`src/rtl/io_pkg.sv`:
```
// Shared types and helpers for the I/O bridge arbiter.
package io_pkg;

  typedef enum logic [1:0] {
    IDLE      = 2'd0,
    WAIT_ACK  = 2'd1,
    WAIT_NACK = 2'd2
  } io_state_e;

  // Default I/O window tag decoded from the upper address bits.
  localparam logic [11:0] IO_BASE_DEF = 12'hFFD;

  // Pick the 32-bit lane of a 64-bit word; hi selects the upper half.
  function automatic logic [31:0] lane_steer(input logic hi, input logic [63:0] dat);
    return hi ? dat[63:32] : dat[31:0];
  endfunction

endpackage

```
`src/rtl/io_bridge_arb_rr_arbiter.sv`:
```
// Round-robin request picker: first requester at or after base, wrapping.
module rr_arbiter #(
  parameter int unsigned N  = 4,
  parameter int unsigned PW = 2
) (
  input  logic [N-1:0]  req,
  input  logic [PW-1:0] base,
  output logic [N-1:0]  gnt,
  output logic [PW-1:0] idx,
  output logic          any
);

  // Scan ports in rotated order and stop at the first request.
  always_comb begin
    int unsigned k;
    gnt = '0;
    idx = '0;
    any = 1'b0;
    k   = 0;
    for (int unsigned i = 0; i < N; i++) begin
      k = (32'(base) + i) % N;
      if (!any && req[k]) begin
        any    = 1'b1;
        gnt[k] = 1'b1;
        idx    = PW'(k);
      end
    end
  end

endmodule

```
`src/rtl/io_bridge_arb.sv`:
```
// Registered multi-port Wishbone I/O bridge with round-robin arbitration,
// bus timeout and a 32-bit narrow view of the 64-bit master bus.
module io_bridge_arb
  import io_pkg::*;
#(
  parameter int unsigned         NPORTS   = 4,
  parameter int unsigned         AW       = 32,
  parameter int unsigned         WIN_BITS = 12,
  parameter logic [WIN_BITS-1:0] IO_BASE  = WIN_BITS'(IO_BASE_DEF),
  parameter int unsigned         TMO      = 255
) (
  input  logic                   clk_i,
  input  logic                   rst_ni,
  input  logic [NPORTS-1:0]      s_cyc_i,
  input  logic [NPORTS-1:0]      s_stb_i,
  input  logic [NPORTS-1:0]      s_we_i,
  input  logic [8*NPORTS-1:0]    s_sel_i,
  input  logic [AW*NPORTS-1:0]   s_adr_i,
  input  logic [64*NPORTS-1:0]   s_dat_i,
  output logic [NPORTS-1:0]      s_ack_o,
  output logic [NPORTS-1:0]      s_err_o,
  output logic [63:0]            s_dat_o,
  output logic                   m_cyc_o,
  output logic                   m_stb_o,
  output logic                   m_we_o,
  output logic [7:0]             m_sel_o,
  output logic [AW-1:0]          m_adr_o,
  output logic [63:0]            m_dat_o,
  input  logic                   m_ack_i,
  input  logic [63:0]            m_dat_i,
  output logic [3:0]             m_sel32_o,
  output logic [AW-1:0]          m_adr32_o,
  output logic [31:0]            m_dat32_o
);

  localparam int unsigned PW      = (NPORTS > 1) ? $clog2(NPORTS) : 1;
  localparam logic [7:0]  TMO_CNT = 8'(TMO);

  io_state_e         state_q, state_d;
  logic [PW-1:0]     rr_q, gnt_q, ptr_next;
  logic [7:0]        cnt_q;
  logic              ok_q, err_q;
  logic [63:0]       rdata_q;

  logic [NPORTS-1:0] elig, arb_gnt;
  logic [PW-1:0]     arb_idx;
  logic              arb_any;
  logic [7:0]        sel_g;
  logic [63:0]       dat_g;
  logic [AW-1:0]     adr_w;
  logic              grant, acked, abort, tmo, done;

  // A port is eligible when its cycle is open and it addresses the I/O window.
  always_comb begin
    elig = '0;
    for (int unsigned k = 0; k < NPORTS; k++) begin
      elig[k] = s_cyc_i[k] && (s_adr_i[k*AW + AW-1 -: WIN_BITS] == IO_BASE);
    end
  end

  rr_arbiter #(.N(NPORTS), .PW(PW)) u_arb (
    .req  (elig),
    .base (rr_q),
    .gnt  (arb_gnt),
    .idx  (arb_idx),
    .any  (arb_any)
  );

  // Fields of the winning port; the window tag is forced onto the address.
  always_comb begin
    sel_g    = s_sel_i[arb_idx*8 +: 8];
    dat_g    = s_dat_i[arb_idx*64 +: 64];
    adr_w    = {IO_BASE, s_adr_i[arb_idx*AW +: (AW-WIN_BITS)]};
    ptr_next = (gnt_q == PW'(NPORTS-1)) ? '0 : gnt_q + 1'b1;
  end

  // Next-state and event decode; ack beats abort, abort beats timeout.
  always_comb begin
    state_d = state_q;
    grant   = 1'b0;
    acked   = 1'b0;
    abort   = 1'b0;
    tmo     = 1'b0;
    done    = 1'b0;
    unique case (state_q)
      IDLE: begin
        if (!m_ack_i && arb_any) begin
          grant   = 1'b1;
          state_d = WAIT_ACK;
        end
      end
      WAIT_ACK: begin
        if (m_ack_i) begin
          acked   = 1'b1;
          state_d = WAIT_NACK;
        end else if (!s_cyc_i[gnt_q]) begin
          abort   = 1'b1;
          state_d = IDLE;
        end else if ((TMO != 0) && (cnt_q == TMO_CNT)) begin
          tmo     = 1'b1;
          state_d = WAIT_NACK;
        end
      end
      WAIT_NACK: begin
        if (!s_stb_i[gnt_q]) begin
          done    = 1'b1;
          state_d = IDLE;
        end
      end
      default: state_d = IDLE;
    endcase
  end

  // State register.
  always_ff @(posedge clk_i) begin
    if (!rst_ni) state_q <= IDLE;
    else         state_q <= state_d;
  end

  // Master-side capture, timeout counter, flags and registered slave responses.
  always_ff @(posedge clk_i) begin
    if (!rst_ni) begin
      rr_q      <= '0;
      gnt_q     <= '0;
      cnt_q     <= '0;
      ok_q      <= 1'b0;
      err_q     <= 1'b0;
      rdata_q   <= '0;
      m_cyc_o   <= 1'b0;
      m_stb_o   <= 1'b0;
      m_we_o    <= 1'b0;
      m_sel_o   <= '0;
      m_adr_o   <= '0;
      m_dat_o   <= '0;
      m_sel32_o <= '0;
      m_adr32_o <= '0;
      m_dat32_o <= '0;
      s_ack_o   <= '0;
      s_err_o   <= '0;
      s_dat_o   <= '0;
    end else begin
      if (grant) begin
        gnt_q     <= arb_idx;
        cnt_q     <= '0;
        m_cyc_o   <= 1'b1;
        m_stb_o   <= 1'b1;
        m_we_o    <= |(s_we_i & arb_gnt);
        m_sel_o   <= sel_g;
        m_adr_o   <= adr_w;
        m_dat_o   <= dat_g;
        m_sel32_o <= sel_g[7:4] | sel_g[3:0];
        m_adr32_o <= {adr_w[AW-1:3], |sel_g[7:4], adr_w[1:0]};
        m_dat32_o <= lane_steer(|sel_g[7:4], dat_g);
      end
      if (state_q == WAIT_ACK && !acked && !abort && !tmo) cnt_q <= cnt_q + 8'd1;
      if (acked || abort || tmo) begin
        m_cyc_o <= 1'b0;
        m_stb_o <= 1'b0;
        m_we_o  <= 1'b0;
      end
      if (acked) begin
        rdata_q <= m_dat_i;
        ok_q    <= 1'b1;
      end
      if (tmo) err_q <= 1'b1;
      if (abort) rr_q <= ptr_next;

      // Responses are a registered image of the flags, gated by the granted strobe.
      s_ack_o <= '0;
      s_err_o <= '0;
      s_dat_o <= '0;
      if (state_q == WAIT_NACK && !done) begin
        s_ack_o[gnt_q] <= ok_q;
        s_err_o[gnt_q] <= err_q;
        if (ok_q) s_dat_o <= rdata_q;
      end
      if (done) begin
        ok_q  <= 1'b0;
        err_q <= 1'b0;
        rr_q  <= ptr_next;
      end
    end
  end

endmodule

```
`config.mk`:
```
export PLATFORM = sky130hd
export DESIGN_NAME = io_bridge_arb
export DESIGN_NICKNAME = d
export VERILOG_FILES = /design/src/rtl/io_pkg.sv /design/src/rtl/io_bridge_arb_rr_arbiter.sv /design/src/rtl/io_bridge_arb.sv
export SDC_FILE = /design/constraint.sdc
export NUM_CORES = 1
export LEC_CHECK = 0
export ABC_CLOCK_PERIOD_IN_PS = 4900
export BUFFER_PORTS_ARGS = -buffer_cell sky130_fd_sc_hd__buf_2
export CAP_MARGIN = 20
export CORE_AREA = 8 8 281 283
export DETAILED_ROUTE_END_ITERATION = 6
export DIE_AREA = 0 0 289 291
export PLACE_DENSITY = 0.5
export SETUP_SLACK_MARGIN = 0.1
export SLEW_MARGIN = 0
export SYNTH_ARGS = -nofsm -noshare
export SYNTH_HDL_FRONTEND = slang
export SYNTH_SLANG_ARGS = --single-unit
```
`constraint.sdc`:
```
create_clock -name clk_i -period 4.9 [get_ports clk_i]
set_input_delay 1.47 -clock clk_i [delete_from_list [all_inputs] [get_ports clk_i]]
set_output_delay 1.47 -clock clk_i [all_outputs]
set_load 0.01 [all_outputs]
```
Yosys cells after proc, flatten, opt, wreduce, memory -nomap -nowiden
Cells that the tools add are included.

word-level totals
  bits in registers = 304
  output and inout port bits = 247
  logic and storage cells = 151

cells by class
  add/subtract/negate cells = 5
  magnitude comparators = 10
  equality and inequality tests = 11
  shift operators = 3
  muxes and demuxes = 59
  bitwise gates (word level) = 8
  reduce and logical (&&, ||, !) cells = 37

operator list
  operator                                                           count
  indexed part select 256 x 9 -> 64 bit                              1
  indexed part select 128 x 8 -> 20 bit                              1
  equality test 12 bit, second input constant                        4
  2-to-1 mux 32 bit                                                  1
  indexed part select 32 x 6 -> 8 bit                                1
  2-to-1 mux 1 bit                                                   28
  2-to-1 mux 2 bit                                                   12
  logical AND 1 bit                                                  17
  2-to-1 mux 4 bit                                                   4
  2-to-1 mux 8 bit                                                   2
  bitwise OR 4 bit                                                   4
  < comparator 2 x 3 -> 1 bit, second input constant                 5
  AND 4 bit                                                          3
  binary-select mux 1 bit (select 2 bit)                             6
  demux 1 bit (select 2 bit)                                         5
  greater-or-equal comparator 2 x 1 -> 1 bit, second input constant  5
  adder 8 x 1 -> 8 bit, second input constant                        1
  equality test 8 bit, second input constant                         1
  logical NOT 1 bit                                                  8
  OR reduction 4 bit                                                 2
  case mux 2 bit (3 select lines)                                    1
  AND reduction 3 bit                                                2
  adder 2 x 1 -> 2 bit, second input constant                        2
  adder 2 bit, second input constant                                 2
  10 further kinds                                                   15

Depth between registers and ports, before layout
  word-level depth = 19
  depth in mapped cells = 13
  mapped depth without buffers = 9

Modules after synthesis
A second synthesis with hierarchy kept.

second synthesis, totals
  cell total of the unflattened synthesis = 1,330
  area, all modules = 12,786.0 um^2

by module, submodules not included
  module         times used  cells an instance  area each (um^2)  sequential area each (um^2)
  io_bridge_arb  1           1,285              12,366.9          5,685.5
  rr_arbiter     1           45                 419.2             0.0

Worst setup path after synthesis
OpenSTA, ideal clock, no wires.

  kind = input to register
  start point = input port s_adr_i[85]
  end point = register m_dat32_o[19]
  library setup time = 0.132 ns
  data arrival time = 3.678 ns
  slack = 1.090 ns
  stages on the path = 9
  buffers on the path = 1
  path through = nand2b_1 -> nor4_2 -> mux2i_1 -> a221oi_4 -> mux2i_1 -> buf_4 -> mux2_1 -> o22ai_1 -> nor3_1

on the way
  longest elaborated chain between the ends = 17
  elaborated cells on any way between the ends = 31
  classes of those cells = 1 x eq/ne; 2 x shift; 19 x mux; 9 x reduce/logical

RTL lines
  what                                                                             line                  text
  from (decl)                                                                      io_bridge_arb.sv:18   input logic [AW*NPORTS-1:0] s_adr_i,
  equality test 12 bit (*)                                                         io_bridge_arb.sv:57   elig[k] = s_cyc_i[k] && (s_adr_i[k*AW + AW-1 -: WIN_BITS] == IO_BASE);
  logical AND 1 bit (*)                                                            io_bridge_arb.sv:57
  branches (longest 15 deep; another with binary-select mux 1 bit (select 2 bit))  --
  to (signal assigned)                                                             io_bridge_arb.sv:153  m_dat32_o <= lane_steer(|sel_g[7:4], dat_g);
  to (decl)                                                                        io_bridge_arb.sv:33   output logic [31:0] m_dat32_o

Mark *: on every way between the ends. The select of a mux whose other input is x is not followed.
A chain may end at the register's enable or synchronous reset.

Worst setup path after layout
  start point = register rr_q[1]
  end point = register m_dat32_o[20]

on the way
  longest elaborated chain between the ends = 15
  elaborated cells on any way between the ends = 32
  classes of those cells = 3 x add/sub; 2 x shift; 19 x mux; 8 x reduce/logical

RTL lines
  what                                                           line                  text
  from (decl)                                                    io_bridge_arb.sv:40   logic [PW-1:0] rr_q, gnt_q, ptr_next;
  from (signal assigned)                                         io_bridge_arb.sv:166  if (abort) rr_q <= ptr_next;
  from (signal assigned)                                         io_bridge_arb.sv:180  rr_q <= ptr_next;
  branches (longest 15 deep; another with adder 2 x 1 -> 2 bit)  --

Several ways; the timed one is not identified. The select of a mux whose other input is x is not followed.

==> results.tsv <==
stage	metric	value	unit
floorplan	initial core utilization	20.53	%
logic_synthesis	synth warn	0	
critical_path	Worst setup EP type	flop	
logic_synthesis	Post-synth EDFFs	0	
timing	skew final	22.60	ps
global_routing	largest net degree at the start of global routing	69	
drt	DRC Markers	0	
drt	WL final	80530	microns
timing	final hold slack	434.8	ps
timing	Setup TNS	0	ps
critical_path	Worst EP required	5330	ps
floorplan	Top Ports	742	
global_routing	initial antenna violation count	30	
timing	RSZ-0062 raised after global routing	no	
drt	routed vias	17550	
layout	final std cells w/o fill	3744	
drt	Routed Antenna Nets	0	
layout	final net count	3244	
status	status	completed	
clocking	CTS resizes	0	
power	worst vdd ir	0.2020	mV
logic_synthesis	Avg Cell Area, Syn	7.332	sq um
timing	fin crit share	80.99	%
power	power per cell area	256.4	mW/mm^2
logic_synthesis	fraction of registers with async set or reset after synthesis	0	%
logic_synthesis	dominant cell type by area after synthesis	dfxtp_1	
critical_path	crit path DAT	4400	ps
worst_hold_path	Hold Crit Class	reg2reg	
layout	share of cells above drive strength 1	33.28	%
worst_hold_path	min-delay src	rdata_q[15]	
timing	Final Max Tran Viols	0	
timing	slew of the pin with the lowest slew margin	861.2	ps
timing	fmax	252.0	MHz
floorplan	Die Y-Extent	291	microns
timing	Final min period	3969	ps
critical_path	Reg-to-Reg Start	rr_q[1]	
global_routing	vias in the first global route	17490	
clocking	TritonCTS clock tree	done	
clocking	Skew-Pair Late Insertion Delay	560	ps
place	HPWL after detailed placement	62910	microns
timing	Setup violations, final	0	
timing	Slew HR	42.59	%
logic_synthesis	mapped cell area	0.01536	sq mm
drt	WL/cell	21.51	microns
logic_synthesis	largest family of logic cells by synthesized area	simple AND/OR/NAND/NOR gates	
logic_synthesis	Primary FF master, synth	dfxtp_1	
logic_synthesis	Post-Syn Instances	2095	
power	Final Power	5438	uW
clocking	CTS Sinks	284	
floorplan	die width	289	microns
clocking	root buffer cell	clkbuf_16	
place	post-placement cell area	0.02003	sq mm
power	leakage power	0.009639	uW
clocking	Reg clk slew, reported paths	60	ps
layout	Layout area overhead	38.07	%
logic_synthesis	Adder-Cell Fraction of Synth Area	1.059	%
flow_run	Max-Cap Viols	0	
logic_synthesis	simple-gate share of the synthesized area	26.75	%
critical_path	Critical Path Source Type	flop	
critical_path	Crit Path Max Fanout	34	
clocking	Post-CTS Hold Buffers	0	
drt	Iter 0 DRT Violations	1028	
logic_synthesis	largest cells by area after synthesis	dfxtp_1 (37%), nand2_1 (12%), a21oi_1 (9.7%), nor2_1 (4.0%), o21ai_0 (3.3%)	
logic_synthesis	mux contribution to synthesized area	8.194	%
critical_path	Setup CP Type	reg2reg	
logic_synthesis	FF+latch count, synth	284	
drt	Via density	4.686	
layout	design area	0.02121	sq mm
place	I/O Buffers	739	
floorplan	FP Rows	101	
clocking	H-tree Lvls	2	
logic_synthesis	XOR/XNOR Fraction of Synth Area	0	%
critical_path	crit-path cells	clkinv_1 -> ha_1 -> nor2b_1 -> o21ai_2 -> a221oi_4 -> mux2_4 -> mux2_2 -> o221ai_1 -> nor2_1	
floorplan	core area	0.07481	sq mm
critical_path	Slowest-stage cell, CP	ha_1	
timing	Hold Vio Cnt, Final	0	
logic_synthesis	Synth Area in Compound Gates	19.96	%
critical_path	CP peak stage delay	640	ps
logic_synthesis	commonest cells in the netlist	nand2_1 (508), a21oi_1 (297), dfxtp_1 (284), nor2_1 (162), o21ai_0 (102)	
logic_synthesis	sequential-to-total area share from yosys stat	37.01	%
clocking	CTS buffer count	37	
global_routing	first-pass GRT wire length	115900	microns
global_routing	total track usage	18.04	%
global_routing	total global routing overflow	0	
clocking	clock buffer depth	3	
place	Final GP Congestion	0.8955	
floorplan	area of the die	0.08410	sq mm
drt	TritonRoute pass-1 iters	5	
critical_path	Setup crit start	rr_q[1]	
logic_synthesis	most common cell in the netlist	nand2_1	
logic_synthesis	post-synth top area share	37.01	%
logic_synthesis	Cell variety after synth	63	
clocking	Post-CTS Setup Inserts	0	
place	Inst Count DP	3674	
## cell families after synthesis
logic type / count (synthesis)
compound gates: 533
fa+ha+maj: 13
buf+inv: 220
flops: 284
mux: 107
other cells: 1
simple gates: 937
## critical path: cells and delay by family, from the launching register on
kind	cells	cell delay (ps)
flip-flops	1	540
AO/OA/AOI/OAI	3	750
multiplexers	2	1050
buffers and inverters	1	420
adder cells (fa/ha/maj)	1	640
AND/OR/NAND/NOR	2	370
## per-layer routing
metal / vias to the layer above / routed length, microns / global-route usage [%]
li1: 8426 / - / -
met1: 8184 / 31510 / 20.69
met2: 764 / 38410 / 31.31
met3: 148 / 7782 / 5.910
met4: 24 / 2672 / 5.828
met5: - / 148 / 0
## cell usage in the layout (no fill, tap or decap), types with 5 or more instances in the layout
master,n
a31oi_1,5
o22ai_1,34
nand2b_1,9
ha_1,13
and2_1,72
mux2_1,42
nor3_1,46
clkbuf_16,37
a21oi_1,296
nand4_1,10
mux2_2,6
mux2_4,18
and3_1,14
diode_2,8
buf_2,738
buf_4,61
clkbuf_1,8
mux2i_1,37
o21ai_0,102
dfxtp_1,284
clkinv_2,5
o221ai_1,30
inv_1,8
a211oi_1,34
nand2_1,506
nor2_1,162
buf_12,12
nand3_1,55
nor2b_1,34
## cell type report
type | count | area (sq um)
diodes | 8 | 20.02
clock buffers | 49 | 1011
clock inverters | 12 | 123.9
fillers | 8261 | 53600
inverters | 10 | 38.79
multi-input cells | 1592 | 8715
flip-flops and latches | 284 | 5685
well taps | 978 | 1224
repair buffers | 811 | 4392
## through the flow
step	setup WS, ps	utilization (%)
after detailed placement	476.8	26.78
after global routing	682.3	28.33
after floorplan	1090	-
after global placement	477.4	26.78
final	931.5	28.35
after CTS	981.5	28.30
## flip-flops by register name (all words and copies together) (netlist names), 4 cells and up
signal and cells:
m_sel32_o 4, s_ack_o 4, s_dat_o 64, m_sel_o 8, s_err_o 4, m_dat_o 64
m_adr32_o 21, cnt_q 8, rdata_q 64, m_dat32_o 32
## worst paths after layout
check / end / slack (ps) / depth (start not counted)
setup / recovery: m_dat32_o[20] / 930 / 9
hold / removal: s_dat_o[15] / 430 / 1
setup reg to reg: m_dat32_o[20] / 930 / 9
hold reg to reg: s_dat_o[15] / 430 / 1
## power breakdown
part	switching (uW)	internal [uW]	leakage, uW
logic	261	246	0.00680
clock network	1110	1510	0.000551
registers	0.283	2310	0.00229
total	1380	4060	0.00964
No activity file was read; power rests on OpenSTA's default activity.
